### config.mk
export PLATFORM = sky130hd
export DESIGN_NAME = alu_share_ctrl
export DESIGN_NICKNAME = d
export VERILOG_FILES = /design/src/rtl/alu_share_ctrl_pkg.sv /design/src/rtl/alu_share_ctrl_arb.sv /design/src/rtl/alu_share_ctrl.sv
export SDC_FILE = /design/constraint.sdc
export NUM_CORES = 1
export LEC_CHECK = 0
export BUFFER_PORTS_ARGS = -buffer_cell sky130_fd_sc_hd__buf_2
export CAP_MARGIN = 40
export CORE_UTILIZATION = 49
export CTS_CLUSTER_SIZE = 24
export DETAILED_ROUTE_END_ITERATION = 8
export PLACE_DENSITY = 0.89
export SLEW_MARGIN = 20
export SYNTH_ARGS = -nofsm -noshare
export SYNTH_HDL_FRONTEND = slang
export SYNTH_SLANG_ARGS = --single-unit
export TNS_END_PERCENT = 20
### constraint.sdc
create_clock -name clk -period 5.9 [get_ports clk]
set_clock_uncertainty 0.15 [all_clocks]
set_input_delay 1.18 -clock clk [delete_from_list [all_inputs] [get_ports clk]]
set_output_delay 1.18 -clock clk [all_outputs]
set_load 0.005 [all_outputs]
### src/rtl/alu_share_ctrl_pkg.sv
// alu_ctrl_pkg: shared types and constants for the ALU sharing controller.
//   - ctrl_state_e : sequencer states (IDLE, SETTLE, RESP)
//   - width defaults, flag bit positions within the 4-bit class flag vector
//   - function-code constants used by the ALU and by benches
package alu_ctrl_pkg;

  localparam int ALU_WIDTH_DEF = 16;
  localparam int ALU_FUN_W_DEF = 4;
  localparam int FLAG_W        = 4;

  // Bit positions inside {Arith,Logic,CMP,Shift}
  localparam int FLAG_ARITH = 3;
  localparam int FLAG_LOGIC = 2;
  localparam int FLAG_CMP   = 1;
  localparam int FLAG_SHIFT = 0;

  typedef enum logic [1:0] {
    IDLE   = 2'd0,
    SETTLE = 2'd1,
    RESP   = 2'd2
  } ctrl_state_e;

  localparam logic [3:0] FUN_ADD     = 4'h0;
  localparam logic [3:0] FUN_SUB     = 4'h1;
  localparam logic [3:0] FUN_AND     = 4'h2;
  localparam logic [3:0] FUN_OR      = 4'h3;
  localparam logic [3:0] FUN_XOR     = 4'h4;
  localparam logic [3:0] FUN_SLT     = 4'h5;
  localparam logic [3:0] FUN_SHL     = 4'h6;
  localparam logic [3:0] FUN_SHR     = 4'h7;
  localparam logic [3:0] FUN_DEFAULT = 4'hF;

endpackage

### src/rtl/alu_share_ctrl_arb.sv
// rr_arb2: two-request round-robin grant, purely combinational.
//   req0, req1   : request valids
//   last_grant   : index of the requester served most recently
//   grant_valid  : at least one request present
//   grant_idx    : selected requester (meaningful only when grant_valid)
// With both requests present the requester that was not served last wins.
module rr_arb2 (
  input  logic req0,
  input  logic req1,
  input  logic last_grant,
  output logic grant_valid,
  output logic grant_idx
);

  always_comb begin
    grant_valid = req0 | req1;
    grant_idx   = 1'b0;
    if (req0 && req1) begin
      grant_idx = ~last_grant;
    end else if (req1) begin
      grant_idx = 1'b1;
    end
  end

endmodule

### src/rtl/alu_share_ctrl.sv
// alu_share_ctrl: shares one external combinational ALU between two requesters.
// A round-robin grant picks an operation, its operands/function are registered
// onto the ALU inputs, held for SETTLE_CYCLES, then result and class flags are
// captured and returned over the granted requester's valid/ready response.
// Ports:
//   clk, rst                 : clock, synchronous active-high reset
//   reqN_valid/ready/a/b/fun : request channel of requester N (N = 0,1)
//   rspN_valid/ready         : response handshake of requester N
//   rsp_data, rsp_flags      : captured result and {Arith,Logic,CMP,Shift}
//   alu_a, alu_b, alu_fun    : registered ALU inputs
//   alu_out, alu_flags       : ALU result and flags
//   busy                     : not in IDLE
//   op_count                 : completed operations, wraps at 16 bits
//
// state  | meaning
// IDLE   | waiting for a request; the granted requester sees ready
// SETTLE | ALU inputs held stable while the ALU settles
// RESP   | result held on the granted response channel until taken
import alu_ctrl_pkg::*;

module alu_share_ctrl #(
  parameter int WIDTH         = ALU_WIDTH_DEF,
  parameter int FUN_W         = ALU_FUN_W_DEF,
  parameter int SETTLE_CYCLES = 1              // 1..15
) (
  input  logic              clk,
  input  logic              rst,
  input  logic              req0_valid,
  output logic              req0_ready,
  input  logic [WIDTH-1:0]  req0_a,
  input  logic [WIDTH-1:0]  req0_b,
  input  logic [FUN_W-1:0]  req0_fun,
  input  logic              req1_valid,
  output logic              req1_ready,
  input  logic [WIDTH-1:0]  req1_a,
  input  logic [WIDTH-1:0]  req1_b,
  input  logic [FUN_W-1:0]  req1_fun,
  output logic              rsp0_valid,
  input  logic              rsp0_ready,
  output logic              rsp1_valid,
  input  logic              rsp1_ready,
  output logic [WIDTH-1:0]  rsp_data,
  output logic [FLAG_W-1:0] rsp_flags,
  output logic [WIDTH-1:0]  alu_a,
  output logic [WIDTH-1:0]  alu_b,
  output logic [FUN_W-1:0]  alu_fun,
  input  logic [WIDTH-1:0]  alu_out,
  input  logic [FLAG_W-1:0] alu_flags,
  output logic              busy,
  output logic [15:0]       op_count
);

  // Counter starts at SETTLE_CYCLES-1 so capture lands SETTLE_CYCLES edges
  // after the accept edge.
  localparam logic [3:0] SETTLE_LOAD = 4'(SETTLE_CYCLES - 1);

  ctrl_state_e state_q, state_d;
  logic        last_grant_q;
  logic        grant_idx_q;
  logic [3:0]  settle_cnt_q;
  logic        grant_valid;
  logic        grant_idx;
  logic        accept;
  logic        capture;
  logic        rsp_done;

  rr_arb2 u_arb (
    .req0        (req0_valid),
    .req1        (req1_valid),
    .last_grant  (last_grant_q),
    .grant_valid (grant_valid),
    .grant_idx   (grant_idx)
  );

  always_ff @(posedge clk) begin
    if (rst) begin
      state_q <= IDLE;
    end else begin
      state_q <= state_d;
    end
  end

  always_comb begin
    state_d    = state_q;
    accept     = 1'b0;
    capture    = 1'b0;
    rsp_done   = 1'b0;
    req0_ready = 1'b0;
    req1_ready = 1'b0;
    case (state_q)
      IDLE: begin
        req0_ready = grant_valid && !grant_idx;
        req1_ready = grant_valid &&  grant_idx;
        if (grant_valid) begin
          accept  = 1'b1;
          state_d = SETTLE;
        end
      end
      SETTLE: begin
        if (settle_cnt_q == 4'd0) begin
          capture = 1'b1;
          state_d = RESP;
        end
      end
      RESP: begin
        // Only the granted index has valid high, so only its ready counts.
        rsp_done = grant_idx_q ? rsp1_ready : rsp0_ready;
        if (rsp_done) begin
          state_d = IDLE;
        end
      end
      default: state_d = IDLE;
    endcase
  end

  always_ff @(posedge clk) begin
    if (rst) begin
      alu_a        <= '0;
      alu_b        <= '0;
      alu_fun      <= '0;
      rsp_data     <= '0;
      rsp_flags    <= '0;
      rsp0_valid   <= 1'b0;
      rsp1_valid   <= 1'b0;
      op_count     <= 16'd0;
      last_grant_q <= 1'b1;
      grant_idx_q  <= 1'b0;
      settle_cnt_q <= 4'd0;
    end else begin
      if (accept) begin
        alu_a        <= grant_idx ? req1_a   : req0_a;
        alu_b        <= grant_idx ? req1_b   : req0_b;
        alu_fun      <= grant_idx ? req1_fun : req0_fun;
        grant_idx_q  <= grant_idx;
        settle_cnt_q <= SETTLE_LOAD;
      end else if (state_q == SETTLE && settle_cnt_q != 4'd0) begin
        settle_cnt_q <= settle_cnt_q - 4'd1;
      end

      if (capture) begin
        rsp_data   <= alu_out;
        rsp_flags  <= alu_flags;
        rsp0_valid <= !grant_idx_q;
        rsp1_valid <=  grant_idx_q;
      end

      if (rsp_done) begin
        rsp0_valid   <= 1'b0;
        rsp1_valid   <= 1'b0;
        last_grant_q <= grant_idx_q;
        op_count     <= op_count + 16'd1;
      end
    end
  end

  assign busy = (state_q != IDLE);

endmodule

Yosys cells after proc, flatten, opt, wreduce, memory -nomap -nowiden
Index checks and enable logic that the tools add are counted.
{"block": "word_totals", "memories": 0, "rom_bits": 0, "latch_bits": 0, "ramBits": 0, "word_cells": 51, "ff_bits": 82}
{"block": "op_classes", "n_mux": 17, "eq_ne": 5, "n_div": 0, "bitwise_logic": 2, "magnitude_cmp": 0, "n_shift": 0, "multipliers": 0, "reduce_logical": 13, "add_sub_neg": 2}
{"op": "two-way mux 16 bit", "n": 2}
{"op": "adder 16 x 1 -> 16 bit (second input constant)", "n": 1}
{"op": "two-way mux 1 bit", "n": 10}
{"op": "two-way mux 2 bit", "n": 3}
{"op": "!= test 2 bit (second input constant)", "n": 3}
{"op": "one-hot mux 2 bit (3 select lines)", "n": 1}
{"op": "logical AND 1 bit", "n": 4}
{"op": "zero test 4 bit", "n": 1}
{"op": "two-way mux 4 bit", "n": 1}
{"op": "nonzero test 4 bit", "n": 1}
{"op": "OR reduction 2 bit", "n": 2}
{"op": "subtractor 4 x 1 -> 4 bit (second input constant)", "n": 1}
{"op": "AND reduction 3 bit", "n": 1}
{"op": "== test 2 x 1 -> 1 bit (second input constant)", "n": 1}
{"op": "== test 2 bit (second input constant)", "n": 1}
{"op": "zero test 1 bit", "n": 2}
{"op": "zero test 2 bit", "n": 1}
{"op": "nonzero test 2 bit", "n": 1}
{"op": "inverter 1 bit", "n": 1}
{"op": "bitwise OR 1 bit", "n": 1}

Longest topological paths before layout
Gate-level depths: netlist of run 1.
{"block": "depth", "depth_word": 5, "mapped_depth": 8, "depth_no_buf": 6}

Cells and area by module
Synthesis of run 1 repeated with hierarchy kept, for this count alone.
{"block": "hier_totals", "cells_unflattened": 385, "area_unflattened_um2": 3439.5}
{"module": "alu_share_ctrl", "cells_per_inst": 383, "instances": 1, "area_per_inst_um2": 3425.8}
{"module": "rr_arb2", "cells_per_inst": 2, "instances": 1, "area_per_inst_um2": 13.8}

Worst setup path after synthesis of run 1
OpenSTA, ideal clock, no wires.
{"block": "synth_timing", "kind": "input-to-output", "start": "input req1_valid", "end": "output req0_ready", "path_buffers": 2, "cell_stages": 4, "arrival_time_ns": 1.978, "required_time_ns": 4.570, "setup_slack_ns": 2.592, "cell_sequence": "a21boi_0 -> buf_2 -> buf_2 -> nor2_1"}
{"block": "synth_via", "elab_chain_len": 5}
{"item": "from (decl)", "line": "alu_share_ctrl.sv:33", "rtl": "input logic req1_valid,"}
{"item": "two-way mux 1 bit or logical AND 1 bit (tied branches)", "line": "alu_share_ctrl_arb.sv:20, alu_share_ctrl_arb.sv:18"}
{"item": "two-way mux 1 bit", "line": "alu_share_ctrl_arb.sv:18", "rtl": "if (req0 && req1) begin"}
{"item": "zero test 1 bit", "line": "alu_share_ctrl.sv:92", "rtl": "req0_ready = grant_valid && !grant_idx;"}
{"item": "logical AND 1 bit *", "line": "alu_share_ctrl.sv:92"}
{"item": "two-way mux 1 bit *", "line": "alu_share_ctrl.sv:90", "rtl": "case (state_q)"}
{"item": "to (decl)", "line": "alu_share_ctrl.sv:29", "rtl": "output logic req0_ready,"}
Every way passes the cells marked *; elsewhere a longest branch is shown, timed or not.

Final worst setup path of run 1
{"block": "layout_timing", "start": "input req0_valid", "end": "output req0_ready"}
{"block": "layout_via", "elab_chain_len": 5}
{"item": "from (decl)", "line": "alu_share_ctrl.sv:28", "rtl": "input logic req0_valid,"}
{"item": "logical AND 1 bit", "line": "alu_share_ctrl_arb.sv:18"}
{"item": "two-way mux 1 bit", "line": "alu_share_ctrl_arb.sv:18"}
{"item": "zero test 1 bit", "line": "alu_share_ctrl.sv:92"}
{"item": "logical AND 1 bit *", "line": "alu_share_ctrl.sv:92"}
{"item": "two-way mux 1 bit *", "line": "alu_share_ctrl.sv:90"}
Marked as above.

==> results of run 1 <==
-- stage by stage --
stage               instance area (um2)  total power (uW)  instances
CTS                                4576              1280        651
global placement                   4369             880.0        634
floorplan                          3445             783.5        387
finish                             4587              1272        652
detailed placement                 4389             892.6        635
global route                       4587              1340        652
-- cells in the mapped netlist, drive strengths merged, types with 2 or more instances --
library cell / n
a211oi: 37
a21oi: 29
and2: 3
and3: 2
buf: 9
clkbuf: 18
dfxtp: 82
ha: 2
inv: 6
mux2i: 39
nand2: 48
nand2b: 2
nand3: 5
nand4: 4
nor2: 50
nor2b: 3
nor3: 7
nor4: 3
o21ai: 7
or3: 6
xnor2: 8
xor2: 4
-- power by group --
part           switching [uW]  internal [uW]  total, uW
clock network             196            195        391
logic                     133            117        250
registers                27.8            603        631
total                     357            916       1270
-- per-layer routing --
metal  GRT usage  part of all wire  vias up  routed length, um
met5           0                 0        -                  0
met4     0.06970            0.0075        0                 64
met3     0.05679             0.054        6                460
met2      0.4327              0.52      104               4475
met1      0.2637              0.41     1481               3538
li1            -                 -     1681                  -
-- cells by family after synthesis --
family,synth area share
adders and majority gates,0.007264
AOI/OAI and AO/OA,0.1478
and+or+nand+nor,0.1820
xor gates and xnor gates,0.03051
buffers and inverters,0.03814
DFF,0.4766
muxes,0.1177
-- critical path: stages --
cell and delay (ps):
buf_2 130, a21boi_4 420, buf_4 480, nor2_1 110, buf_2 140
-- registers in the layout, summed over array words and instances, names as in the netlist --
signal        cells
alu_a            16
alu_b            16
alu_fun           4
grant_idx_q       1
last_grant_q      1
op_count         16
rsp0_valid        1
rsp1_valid        1
rsp_data         16
rsp_flags         4
settle_cnt_q      4
state_q           2
-- path summary, 6_finish.rpt --
check                  startpoint           end  slack [ps]  cells past startpoint
setup reg to reg  settle_cnt_q[0]    rsp1_valid        3740                      7
hold reg to reg      rsp_data[14]  rsp_data[14]         300                      2
hold / removal       rsp_data[14]  rsp_data[14]         300                      2
setup / recovery       req0_valid    req0_ready        2080                      5
-- area by class of cell --
| cell class | count | area [um2] | share of cell area |
|---|---|---|---|
| Tap cell | 96 | 120.1 | 0.02619 |
| Timing Repair Buffer | 180 | 932.1 | 0.2032 |
| Multi-Input combinational cell | 272 | 1684 | 0.3672 |
| Clock inverter | 5 | 55.05 | 0.01200 |
| Clock buffer | 11 | 131.4 | 0.02864 |
| Inverter | 6 | 22.52 | 0.004910 |
| Sequential cell | 82 | 1642 | 0.3579 |
==> run_results.csv, run 1 <==
group,metric,value,unit
run_status,status,"finished clean",
synthesis,synthCells,387,
sta,fin_ws,2083,ps
floorplanning,ios,175,
sta,fmax,262.0,MHz
clock_tree,cts_root_buffer,"clkbuf_8",
global_routing,grt_pass1_vias,3110,
global_routing,gr-total-overflow,0,
synthesis,synth_ff_type,"dfxtp_1",
clock_tree,ctsHoldBuffers,0,
critical_path,cp-end-kind,"output pin",
synthesis,ys_top_cells_by_area,"dfxtp_1, mux2i_1, a211oi_1",
layout,final_common_cell,"buf_2",
power_and_ir_drop,power.density,277.4,nW/um2
synthesis,syn_nets,487,
sta,finalCritPeriodShare,0.6469,
synthesis,ys_seq_elements,82,
critical_path,worstPathMaxFanout,27,
sta,hold_viol_final,0,
flow_run,drv_cap,0,
clock_tree,path_clk_slew,70,ps
synthesis,synth_edf_count,0,
drt,wire_per_inst,13.10,um
sta,hold_slack,304.2,ps
synthesis,ys_seq_area_frac,0.4766,
placement,hpwl,6336,um
sta,setup_viol,0,
drt,postRouteAntennaNets,0,
worst_hold_path,hp-class,"reg -> reg",
clock_tree,numCtsBuffers,9,
layout,fillCellCount,557,
layout,drive_above_1_share,0.3615,
floorplanning,fp.dieW,85.85,um
sta,maxSlewHeadroom,0.6708,
floorplanning,num_rows,30,
floorplanning,die_h,85.85,um
placement,pre_cts_ws,2091,ps
sta,slew_violations,0,
clock_tree,htreeDepth,3,
layout,syn2layout_area_growth,33.16,%
clock_tree,numClockSinks,82,
clock_tree,insertion_delay,330,ps
drt,drt_iter0_markers,95,
placement,gp_congestion,0.7627,
placement,numPortBuffers,174,
floorplanning,die-area,7369,um2
global_routing,grt_use_total,0.2333,
clock_tree,cts_tree,"yes",
synthesis,synth.top_cell.area_share,0.4766,
synthesis,post_synth.cell_area_avg,8.901,um2
critical_path,cp-start-kind,"input pin",
layout,final_cell_mix,"buf_2, dfxtp_1, nor2_1, nand2_1, mux2i_1",
critical_path,worst_ep_arrival_time,2490,ps
drt,routed_wl,8540,um
synthesis,async_flop_share,0,
layout,antenna_cells,0,
floorplanning,start_util,0.5070,
synthesis,synth_area,3445,um2
layout,nNetsFinal,651,
layout,finish.utilization,0.6751,
power_and_ir_drop,p_leak,0.002112,uW
drt,drtPass1Iterations,4,
clock_tree,post_cts_buffers,0,
floorplanning,core-area,6794,um2
power_and_ir_drop,peakVddDrop,0.1759,mV
critical_path,required,4570,ps
drt,vias_per_cell,5.018,
sta,rsz0062_at_grt,"no",
synthesis,synth_top_area_cell,"dfxtp_1",
global_routing,antenna_found_initial,0,
drt,vias,3272,
clock_tree,ctsLongestPathBuffers,2,
global_routing,grt_start_max_net_pins,54,
drt,drc,0,
synthesis,ys_types,38,
sta,fin_setup_tns,0,ps
critical_path,critPathKind,"in -> out",
clock_tree,postCtsResizedCells,0,
synthesis,yosys_warnings,0,
sta,tightest_slew,484.2,ps
sta,post-route-min-period,3817,ps
global_routing,grt_pass1_wl,13700,um
Power figures use the tool's default switching activity.
==> run 2: changes to the inputs <==
--- a/config.mk
+++ b/config.mk
@@ -5,12 +5,13 @@
 export SDC_FILE = /design/constraint.sdc
 export NUM_CORES = 1
 export LEC_CHECK = 0
+export ABC_AREA = 1
 export BUFFER_PORTS_ARGS = -buffer_cell sky130_fd_sc_hd__buf_2
 export CAP_MARGIN = 40
-export CORE_UTILIZATION = 49
+export CORE_UTILIZATION = 41
 export CTS_CLUSTER_SIZE = 24
 export DETAILED_ROUTE_END_ITERATION = 8
-export PLACE_DENSITY = 0.89
+export PLACE_DENSITY = 0.8
 export SLEW_MARGIN = 20
 export SYNTH_ARGS = -nofsm -noshare
 export SYNTH_HDL_FRONTEND = slang
==> constraint.sdc (replaced) <==
create_clock -name clk -period 3.4 [get_ports clk]
set_clock_uncertainty 0.15 [all_clocks]
set_input_delay 0.68 -clock clk [delete_from_list [all_inputs] [get_ports clk]]
set_output_delay 0.68 -clock clk [all_outputs]
set_load 0.005 [all_outputs]
==> run_results.csv, run 2 <==
group,metric,value,unit
drt,routed_wl,9302,um
clock_tree,path_clk_slew,70,ps
drt,postRouteAntennaNets,0,
global_routing,antenna_found_initial,0,
floorplanning,fp.dieW,94.69,um
synthesis,ys_types,29,
placement,pre_cts_ws,1184,ps
critical_path,crit_path_start,"state_q[0]",
floorplanning,die_h,94.69,um
synthesis,synth.top_cell.area_share,0.4661,
floorplanning,start_util,0.4265,
clock_tree,post_cts_buffers,0,
clock_tree,insertion_delay,340,ps
drt,vias_per_cell,4.870,
layout,antenna_cells,0,
worst_hold_path,hold_path.startpoint,"alu_b[2]",
clock_tree,htreeDepth,3,
drt,drtPass1Iterations,4,
synthesis,synth_area,3522,um2
sta,hold_viol_final,0,
clock_tree,numClockSinks,82,
floorplanning,core-area,8258,um2
synthesis,synthCells,484,
drt,routed.top_layer,"met4",
clock_tree,cts_root_buffer,"clkbuf_8",
critical_path,worstPathCellList,"inv_2 > nand2_2 > nor2_4 > inv_1 > nor2_1 > buf_2",
critical_path,worst_ep_arrival_time,1440,ps
run_status,status,"finished clean",
global_routing,grt_pass1_vias,3310,
synthesis,synth_edf_count,0,
critical_path,cp-end-kind,"output pin",
worst_hold_path,hp-class,"reg -> reg",
sta,fin_setup_tns,0,ps
clock_tree,postCtsResizedCells,0,
critical_path,timing.rr.end,"rsp1_valid",
critical_path,critPathBufInv,3,
synthesis,yosysMostFrequentCell,"nor2_1",
global_routing,grt_pass1_wl,14540,um
synthesis,syn_nets,584,
placement,dp.cells,746,
power_and_ir_drop,peakVddDrop,0.1892,mV
drt,met3_length,652,um
critical_path,cp-start-kind,"register",
drt,wl_met2,4719,um
sta,post-route-min-period,2272,ps
global_routing,grt_use_total,0.2064,
drt,wire_per_inst,12.22,um
synthesis,async_flop_share,0,
sta,tightest_slew,636.3,ps
layout,final_common_cell,"buf_2",
layout,fillCellCount,818,
sta,setup_viol,0,
clock_tree,cts_tree,"yes",
global_routing,gr-total-overflow,0,
synthesis,yosys_warnings,0,
layout,seqCellArea,1642,um2
layout,drive_above_1_share,0.3186,
drt,wl_met1,3795,um
critical_path,endpoint,"req0_ready",
critical_path,critPathKind,"reg -> out",
drt,drc,0,
placement,hpwl,6831,um
critical_path,cp_slowest_cell,"dfxtp_1",
synthesis,synth_top_area_cell,"dfxtp_1",
critical_path,rrSetupSlack,1430,ps
sta,slew_violations,0,
synthesis,ys_top_cells_by_area,"dfxtp_1, nor2_1, nand2_1",
critical_path,cp_num_cells,6,
power_and_ir_drop,power.density,474.6,nW/um2
layout,finish.utilization,0.5633,
sta,finalCritPeriodShare,0.6682,
placement,numPortBuffers,174,
layout,nNetsFinal,752,
clock_tree,ctsHoldBuffers,0,
floorplanning,num_rows,33,
power_and_ir_drop,p_leak,0.002324,uW
synthesis,synth_ff_type,"dfxtp_1",
critical_path,cp_top_family,"simple AND/OR/NAND/NOR gates",
critical_path,worstPathMaxFanout,3,
critical_path,max_stage_delay,350,ps
sta,fin_ws,1128,ps
sta,hold_slack,303.5,ps
sta,fmax,440.1,MHz
critical_path,required,2570,ps
drt,vias,3706,
synthesis,ys_seq_area_frac,0.4661,
drt,drt_iter0_markers,149,
clock_tree,numCtsBuffers,9,
sta,maxSlewHeadroom,0.5753,
synthesis,post_synth.cell_area_avg,7.277,um2
critical_path,r2r-start,"settle_cnt_q[0]",
global_routing,grt_start_max_net_pins,40,
layout,final_cells,761,
sta,rsz0062_at_grt,"no",
placement,gp_congestion,0.8360,
synthesis,ys_seq_elements,82,
flow_run,drv_cap,0,
layout,syn2layout_area_growth,32.08,%
layout,multi_input_area,1629,um2
floorplanning,die-area,8965,um2
critical_path,r2r_cells,8,
clock_tree,ctsLongestPathBuffers,2,
synthesis,synthTopCellsByCount,"nor2_1, nand2_1, dfxtp_1, o31ai_1, inv_1",
floorplanning,ios,175,
layout,final_cell_mix,"buf_2, nor2_1, nand2_1, dfxtp_1, o31ai_1",
## run 2: cell types whose count changed in the layout (fill, tap and decap cells not counted), sizes merged, moves of 26 or more
cell / change
a211oi: -36
nand2: +44
inv: +26
nor2: +97
mux2i: -39
o31ai: +36
## run 2: metrics by stage
step,power (uW),area [um2]
final,2208,4652
after detailed placement,1463,4434
after global placement,1451,4434
after floorplan,1294,3522
after CTS,2244,4652
after global routing,2334,4652
## run 2: cell type report
type,count,area share
multi-input cells,347,0.3502
inverters,33,0.02663
clock inverters,4,0.01641
repair buffers,179,0.1953
well taps,105,0.02824
clock buffers,11,0.03039
flip-flops and latches,82,0.3529
## run 2: how the worst min path moves through the flow
stage	end	cells after the start
floorplan	settle_cnt_q[0]	2
global placement	alu_a[7]	2
detailed placement	alu_b[2]	2
CTS	alu_b[2]	2
global route	alu_b[4]	2
finish	alu_b[2]	2
## run 2: where the power goes
| group | switching [uW] | internal, uW | leakage, uW |
|---|---|---|---|
| Sequential | 40.4 | 1040 | 0.000673 |
| Clock | 340 | 431 | 0.000106 |
| Combinational | 196 | 157 | 0.00155 |
## run 2: cell families after synthesis
logic type / count (synthesis) / share of synthesized area
flops: 82 / 0.4661
xor+xnor: 2 / 0.004974
fa+ha+maj: 2 / 0.007104
simple gates: 261 / 0.3052
compound gates: 82 / 0.1453
buf+inv: 55 / 0.07140
## run 2: layer usage
metal	global-route usage	vias up
met3	0.05233	11
met5	0	-
met1	0.2207	1681
met2	0.3795	113
li1	-	1901
met4	0.09091	0
## run 2: worst register-to-register path, stage by stage (launching register included)
cell     delay, ps
dfxtp_1        340
inv_1           80
ha_1           220
nand2_1        130
nor3_4          40
buf_4          200
inv_1          500
nand2_1        100
a21oi_1        140
